<file path="config.mk">
export PLATFORM = sky130hd
export DESIGN_NAME = spi_host
export DESIGN_NICKNAME = d
export VERILOG_FILES = /design/src/rtl/spi_host.sv
export SDC_FILE = /design/constraint.sdc
export NUM_CORES = 1
export LEC_CHECK = 0
export ABC_AREA = 1
export BUFFER_PORTS_ARGS = -buffer_cell sky130_fd_sc_hd__buf_2
export CORE_MARGIN = 4
export CORE_UTILIZATION = 57
export DETAILED_ROUTE_END_ITERATION = 8
export PLACE_DENSITY = 0.75
export SLEW_MARGIN = 25
export SYNTH_ARGS = -nofsm -noshare
export SYNTH_HDL_FRONTEND = slang
export SYNTH_SLANG_ARGS = --single-unit
</file>
<file path="constraint.sdc">
create_clock -name i_spi_clk -period 2.12 [get_ports i_spi_clk]
set_input_delay 0.212 -clock i_spi_clk [delete_from_list [all_inputs] [get_ports i_spi_clk]]
set_output_delay 0.212 -clock i_spi_clk [all_outputs]
set_load 0.005 [all_outputs]
</file>
<file path="src/rtl/spi_host.sv">
// spi_host: SPI mode-3 host. Turns a valid/ready byte stream with a last flag into
// chip-select framed transfers and returns every received byte on a one-cycle strobe.
module spi_host #(
  parameter int CLK_DIV = 2,
  parameter int CS_GAP  = 4
) (
  input  logic       i_spi_clk,
  input  logic       i_reset,
  input  logic       i_tx_valid,
  output logic       o_tx_ready,
  input  logic [7:0] i_tx_data,
  input  logic       i_tx_last,
  output logic       o_rx_valid,
  output logic [7:0] o_rx_data,
  output logic       o_busy,
  output logic       o_sclk,
  output logic       o_cs_n,
  output logic       o_mosi,
  input  logic       i_miso
);
  localparam logic [7:0] DIV_MAX = 8'(CLK_DIV - 1);
  localparam logic [7:0] GAP_MAX = 8'(CS_GAP - 1);

  typedef enum logic [2:0] {
    ST_IDLE  = 3'd0,
    ST_SETUP = 3'd1,
    ST_SHIFT = 3'd2,
    ST_WAIT  = 3'd3,
    ST_HOLD  = 3'd4,
    ST_GAP   = 3'd5
  } state_t;

  state_t     r_state, w_state_next;
  logic [7:0] r_div, w_div_next;
  logic [2:0] r_bit, w_bit_next;
  logic       r_phase, w_phase_next;
  logic [7:0] r_tx_sr, w_tx_sr_next;
  logic [7:0] r_rx_sr, w_rx_sr_next;
  logic       r_last, w_last_next;
  logic       r_sclk, w_sclk_next;
  logic       r_cs_n, w_cs_n_next;
  logic       r_mosi, w_mosi_next;
  logic       r_rx_valid, w_rx_valid_next;
  logic [7:0] r_rx_data, w_rx_data_next;
  logic       r_busy;
  logic       w_accept;

  assign o_tx_ready = ((r_state == ST_IDLE) || (r_state == ST_WAIT)) && !i_reset;
  assign w_accept   = i_tx_valid && o_tx_ready;

  assign o_sclk     = r_sclk;
  assign o_cs_n     = r_cs_n;
  assign o_mosi     = r_mosi;
  assign o_rx_valid = r_rx_valid;
  assign o_rx_data  = r_rx_data;
  assign o_busy     = r_busy;

  // Next-state and next-output decode; pin values are registered from these
  always_comb begin
    w_state_next    = r_state;
    w_div_next      = r_div;
    w_bit_next      = r_bit;
    w_phase_next    = r_phase;
    w_tx_sr_next    = r_tx_sr;
    w_rx_sr_next    = r_rx_sr;
    w_last_next     = r_last;
    w_sclk_next     = 1'b1;
    w_cs_n_next     = 1'b0;
    w_mosi_next     = r_mosi;
    w_rx_valid_next = 1'b0;
    w_rx_data_next  = r_rx_data;
    case (r_state)
      ST_IDLE: begin
        w_cs_n_next = 1'b1;
        if (w_accept) begin
          w_state_next = ST_SETUP;
          w_tx_sr_next = i_tx_data;
          w_last_next  = i_tx_last;
          w_div_next   = 8'd0;
          w_cs_n_next  = 1'b0;
        end else begin
          w_div_next = 8'd0;
        end
      end
      ST_SETUP: begin
        if (r_div == DIV_MAX) begin
          w_state_next = ST_SHIFT;
          w_div_next   = 8'd0;
          w_bit_next   = 3'd0;
          w_phase_next = 1'b0;
          w_sclk_next  = 1'b0;
          w_mosi_next  = r_tx_sr[7];
        end else begin
          w_div_next = r_div + 8'd1;
        end
      end
      ST_SHIFT: begin
        w_sclk_next = r_phase;
        // MISO is captured at the end of the first high cycle of each bit
        if (r_phase && (r_div == 8'd0)) begin
          w_rx_sr_next = {r_rx_sr[6:0], i_miso};
        end else begin
          w_rx_sr_next = r_rx_sr;
        end
        if (r_div != DIV_MAX) begin
          w_div_next = r_div + 8'd1;
        end else if (!r_phase) begin
          w_div_next   = 8'd0;
          w_phase_next = 1'b1;
          w_sclk_next  = 1'b1;
        end else if (r_bit != 3'd7) begin
          w_div_next   = 8'd0;
          w_phase_next = 1'b0;
          w_sclk_next  = 1'b0;
          w_bit_next   = r_bit + 3'd1;
          w_tx_sr_next = {r_tx_sr[6:0], 1'b0};
          w_mosi_next  = r_tx_sr[6];
        end else begin
          w_div_next      = 8'd0;
          w_rx_valid_next = 1'b1;
          w_rx_data_next  = w_rx_sr_next;
          w_state_next    = r_last ? ST_HOLD : ST_WAIT;
        end
      end
      ST_WAIT: begin
        if (w_accept) begin
          w_state_next = ST_SHIFT;
          w_tx_sr_next = i_tx_data;
          w_last_next  = i_tx_last;
          w_div_next   = 8'd0;
          w_bit_next   = 3'd0;
          w_phase_next = 1'b0;
          w_sclk_next  = 1'b0;
          w_mosi_next  = i_tx_data[7];
        end else begin
          w_div_next = 8'd0;
        end
      end
      ST_HOLD: begin
        if (r_div == DIV_MAX) begin
          w_state_next = ST_GAP;
          w_div_next   = 8'd0;
          w_cs_n_next  = 1'b1;
        end else begin
          w_div_next = r_div + 8'd1;
        end
      end
      ST_GAP: begin
        w_cs_n_next = 1'b1;
        if (r_div == GAP_MAX) begin
          w_state_next = ST_IDLE;
          w_div_next   = 8'd0;
        end else begin
          w_div_next = r_div + 8'd1;
        end
      end
      default: begin
        w_state_next = ST_IDLE;
        w_cs_n_next  = 1'b1;
        w_div_next   = 8'd0;
      end
    endcase
  end

  // State and pin registers; reset abandons any partial byte
  always_ff @(posedge i_spi_clk) begin
    if (i_reset) begin
      r_state    <= ST_IDLE;
      r_div      <= 8'd0;
      r_bit      <= 3'd0;
      r_phase    <= 1'b0;
      r_tx_sr    <= 8'd0;
      r_rx_sr    <= 8'd0;
      r_last     <= 1'b0;
      r_sclk     <= 1'b1;
      r_cs_n     <= 1'b1;
      r_mosi     <= 1'b0;
      r_rx_valid <= 1'b0;
      r_rx_data  <= 8'd0;
      r_busy     <= 1'b0;
    end else begin
      r_state    <= w_state_next;
      r_div      <= w_div_next;
      r_bit      <= w_bit_next;
      r_phase    <= w_phase_next;
      r_tx_sr    <= w_tx_sr_next;
      r_rx_sr    <= w_rx_sr_next;
      r_last     <= w_last_next;
      r_sclk     <= w_sclk_next;
      r_cs_n     <= w_cs_n_next;
      r_mosi     <= w_mosi_next;
      r_rx_valid <= w_rx_valid_next;
      r_rx_data  <= w_rx_data_next;
      r_busy     <= (w_state_next != ST_IDLE);
    end
  end

endmodule

</file>
* Word level (Yosys, flattened, before mapping)
Cells that the tools add are included.
W data, S select, Z words.
** Storage, ports and cells
- Bits in registers :: 45
- Input port bits :: 13
- Output and inout port bits :: 14
- Word-level logic and storage cells :: 96
** Cells by class
- $add $sub $neg :: 2
- Equality and inequality tests :: 15
- Multiplexer cells :: 43
- Bitwise logic cells :: 4
- Reduce and logical (&&, ||, !) cells :: 19
** Operators with widths (number)
- $mux W8 :: 8
- $mux W3 :: 14
- $pmux W8 S3 :: 1
- $pmux W3 S6 :: 1
- $pmux W8 S2 :: 1
- $mux W1 :: 13
- $pmux W1 S3 :: 4
- $ne A2 B2 Y1 const B :: 5
- $pmux W3 S3 :: 1
- $add A8 B1 Y8 const B :: 1
- $eq A8 B1 Y1 const B :: 1
- $eq A8 B2 Y1 const B :: 1
- $logic_not A8 Y1 :: 1
- $ne A8 B1 Y1 const B :: 1
- $eq A3 B2 Y1 const B :: 2
- $eq A3 B3 Y1 const B :: 2
- $reduce_and A6 Y1 :: 1
- $reduce_bool A3 Y1 :: 2
- $reduce_and A5 Y1 :: 1
- $not A1 Y1 :: 4
- $reduce_and A4 Y1 :: 1
- $reduce_or A2 Y1 :: 2
- $reduce_or A4 Y1 :: 1
- $add A3 B1 Y3 const B :: 1
- other kinds (11) :: 13

* Logic depth before layout (Yosys ltp)
- Depth in word-level cells :: 7
- Gate-level depth with buffers :: 11
- Depth with buffers taken out :: 11

* Worst setup path after synthesis
OpenSTA, ideal clock, no wires.
- Path type :: flip-flop to flip-flop
- From :: register r_bit[0]
- To :: register r_rx_data[7] (netlist: o_rx_data[7])
- Library setup time :: 0.116 ns
- Arrival time :: 1.373 ns
- Data required time :: 2.004 ns
- Setup slack :: 0.631 ns
- Cell stages (with the launch flop) :: 7
- Path buffers :: 0
- Period minus slack after synthesis :: 1.489 ns
- Path through :: dfxtp_1 ha_1 ha_1 nand2_1 nor3_4 o21ai_0 o211a_1
** On the way
- Word-level cells in the longest chain between the ends :: 3
** Ends and longest elaborated chain
- from (decl) :: line 35 : logic [2:0] r_bit, w_bit_next;
- from (signal assigned) :: line 184 : r_bit <= w_bit_next;
- $ne A3 B3 Y1 :: line 111 : end else if (r_bit != 3'd7) begin
- $not A1 Y1 (no line)
- $reduce_and A4 Y1 (no line)
- to (signal assigned) :: line 193 : r_rx_data <= w_rx_data_next;
- to (decl) :: line 44 : logic [7:0] r_rx_data, w_rx_data_next;
No other way between the ends.
A chain may end at the register's enable or synchronous reset.

* Worst setup path in the final report
- From :: register r_state[0]
- To :: output port o_tx_ready
** On the way
- Word-level cells in the longest chain between the ends :: 3
- Elaborated cells between the ends (all ways) :: 4
- Classes of those cells :: eq/ne: 1; reduce/logical: 3
** Ends and longest elaborated chain
- from (decl) :: line 33 : state_t r_state, w_state_next;
- from (signal assigned) :: line 182 : r_state <= w_state_next;
- $eq A3 B2 Y1 / $logic_not A3 Y1 (equally long branches) :: line 48 : assign o_tx_ready = ((r_state == ST_IDLE) || (r_state == ST_WAIT)) && !i_reset;
- $logic_or A1 B1 Y1 (*) :: line 48
- $logic_and A1 B1 Y1 (*) :: line 48
- to (decl) :: line 10 : output logic o_tx_ready,
Mark *: on every way between the ends. The rest lies on a longest branch, timed or not.

==> metrics.txt <==
TritonCTS clock tree=done; ys async rst share=0%; synth top area cells=dfxtp_1, nor2_1, nand2_1; Final HPWL DP=3520 um; Reg2Reg Launch Point=r_bit[0]; Power Dens Cells=647 nW/um2; met2 usage=32.3%; Synth cell types=36; met3 usage=6.11%; Setup CP Type=register to output pin; post-cts hold buffer count=0; WHS Path Cells=2; post-layout min period=1.79 ns; Final period util=84.6%; Most used DFF post-synth=dfxtp_1; Post-synth EDFFs=0; All-Layer GR Usage=20.4%; Synth Register Bits=45; grt ovf=0; vias in the first global route=1883; nets=367; # resized after CTS=0; register area share after synthesis=40.0%; Mapped Cells=322; WHS Endpoint=r_phase; Max stage delay on crit path=0.34 ns; worst reg-to-reg setup slack=0.37 ns; Most common cell on crit path=nor2_2; DR iter-0 viols=168; RSZ-0062 raised after global routing=no; Crit Path Max Fanout=10; yosys synthesis warning count=0; M1 GR Usage=26.7%; Die H=70.8 um; Leak=1.24 nW; type of origin of the critical path=register; first-pass detailed-route iteration total=4; Clock Path Buffers=2; Cell Rows=22; die width=70.8 um; status=finished clean; Yosys top cell by area=dfxtp_1; H-tree levels=2; core area=3740 um2; WP data arrival=1.58 ns; critical path capture point type=output pin; slew margin rel.=73.7%; Setup Skew=0.0108 ns; worst-path cell chain=inv_1 > nor2_2 > nand2_1 > nand2_2 > inv_2 > nor2_2 > buf_2; worst reg-to-reg path cell count=7; post-CTS setup buffers=0; max_cap viols=0; Finished Layout Cells=398; DR vias/cell=5.19; Final ANT Viol Nets=0; clk root buf=clkbuf_8; worst min path class=input port to register; initial antenna violation count=0; Crit-path slowest cell=dfxtp_1; setup_tns=0 ns; syn avg cell area=6.99 um2; layout cells sized above 1=17.1%; GRT busiest layer=met2; Setup-failing EPs final=0; placed cell count=390; syn_nets=340; ANT cells=0; Post-Syn Area=2250 um2; Fin. Hold Viols=0; GPL Wtd Cong=0.955; area delta synth->final=11.7%; clock slew at reported path FFs=0.08 ns; maximum vdd drop=511 uV; Ports=27; IO buf count=26; worst slew pin tran=0.393 ns; starting density of the core=60.1%; largest net degree at the start of global routing=29; first-pass GRT wire length=8290 um; Routed WL=4790 um; Req. time, crit path=1.91 ns; routed length per placed instance=12.0 um; CTS buffer count=5; fillcell total=349; hold_sp=i_reset; clk_lat worst skew=0.30 ns; # DRC=0; top-area cell type share of the netlist area=40.0%; FMAX=0.557 GHz; total power=1.63 mW; via count=2064; die area=5020 um2; Final Slew Violations=0; clk sink count=45; worst r2r dst=o_rx_data[0]
[cells by family after synthesis]
group                      synth area share, %
AOI/OAI and AO/OA                         15.1
xor gates and xnor gates                  1.17
adders and majority gates                 2.78
buffers and inverters                     9.06
DFF                                       40.0
and+or+nand+nor                           31.9
[area by class of cell]
type / count / area [um2] / area share [%]
Sequential cell: 45 / 901 / 35.8
Tap cell: 48 / 60.1 / 2.39
Timing Repair Buffer: 29 / 153 / 6.07
Inverter: 41 / 159 / 6.32
Clock inverter: 2 / 13.8 / 0.547
Multi-Input combinational cell: 227 / 1150 / 45.6
Clock buffer: 6 / 82.6 / 3.28
[layout by cell type, fill, tap and decap left out, types with 2 or more instances in the layout]
| cell type | Yosys | final |
|---|---|---|
| nor3_1 | 2 | 2 |
| buf_2 | 2 | 26 |
| nand3_1 | 14 | 14 |
| ha_1 | 5 | 5 |
| buf_4 | 2 | 3 |
| nand2_4 | 3 | 3 |
| clkinv_4 | 1 | 2 |
| inv_1 | 36 | 36 |
| nor2_1 | 60 | 60 |
| nand2_1 | 56 | 56 |
| o21ai_1 | 2 | 2 |
| clkbuf_8 | 0 | 6 |
| inv_2 | 3 | 3 |
| nor2_2 | 3 | 3 |
| o21ai_0 | 38 | 38 |
| or2_2 | 4 | 4 |
| xnor2_1 | 2 | 2 |
| nand2_2 | 3 | 3 |
| dfxtp_1 | 45 | 45 |
| a21oi_1 | 18 | 18 |
| nand4_1 | 4 | 4 |
[report_power, final]
| part | internal [mW] | total, mW | switching (mW) | leakage, nW |
|---|---|---|---|---|
| combinational | 0.0664 | 0.179 | 0.112 | 0.819 |
| clock | 0.264 | 0.558 | 0.293 | 0.0512 |
| sequential | 0.875 | 0.891 | 0.0158 | 0.365 |
[Yosys cell counts, types with 2 or more instances]
library cell,n
nor2_1,60
nand2_1,56
dfxtp_1,45
o21ai_0,38
inv_1,36
a21oi_1,18
nand3_1,14
ha_1,5
clkbuf_1,4
nand4_1,4
or2_2,4
inv_2,3
nand2_2,3
nand2_4,3
nor2_2,3
buf_2,2
buf_4,2
nor3_1,2
o21ai_1,2
xnor2_1,2
[registers in the layout (all words and copies together) (netlist names), 3 cells and up]
signal and count:
o_rx_data 8, r_div 8, r_rx_sr 8, r_tx_sr 8
r_bit 3, r_state 3
[stage by stage]
stage | hold slack [ns] | worst slack, ns | utilization, % | cell area, um2
after detailed placement | 0.468 | 0.391 | 64.6 | 2420
final | 0.201 | 0.325 | 67.2 | 2510
after floorplan | 0.281 | 0.631 | - | 2250
after global placement | 0.451 | 0.384 | 64.6 | 2420
after CTS | 0.190 | 0.322 | 67.2 | 2510
after global routing | 0.198 | 0.171 | 67.2 | 2510
[metal layers]
| metal | up-vias | wire length, um |
|---|---|---|
| met5 | - | 0 |
| met4 | 0 | 65 |
| met3 | 6 | 226 |
| met2 | 52 | 2160 |
| met1 | 925 | 2340 |
| li1 | 1081 | - |
[worst max path at each step]
stage                         endpoint  slack [ns]  cells after the start        from
after floorplan           o_rx_data[7]        0.63                      6    r_bit[0]
after global placement    o_rx_data[0]        0.38                      7    r_bit[0]
after detailed placement  o_rx_data[7]        0.39                      6    r_bit[0]
after CTS                   o_tx_ready        0.32                      7  r_state[0]
after global routing        o_tx_ready        0.17                      6  r_state[1]
final                       o_tx_ready        0.33                      7  r_state[0]
[worst max-delay path, delay by kind of cell (launching register included)]
family	cells	cell delay, ns
buffers and inverters	3	0.31
flip-flops	1	0.34
AND/OR/NAND/NOR	4	0.62
Power figures use the tool's default switching activity.
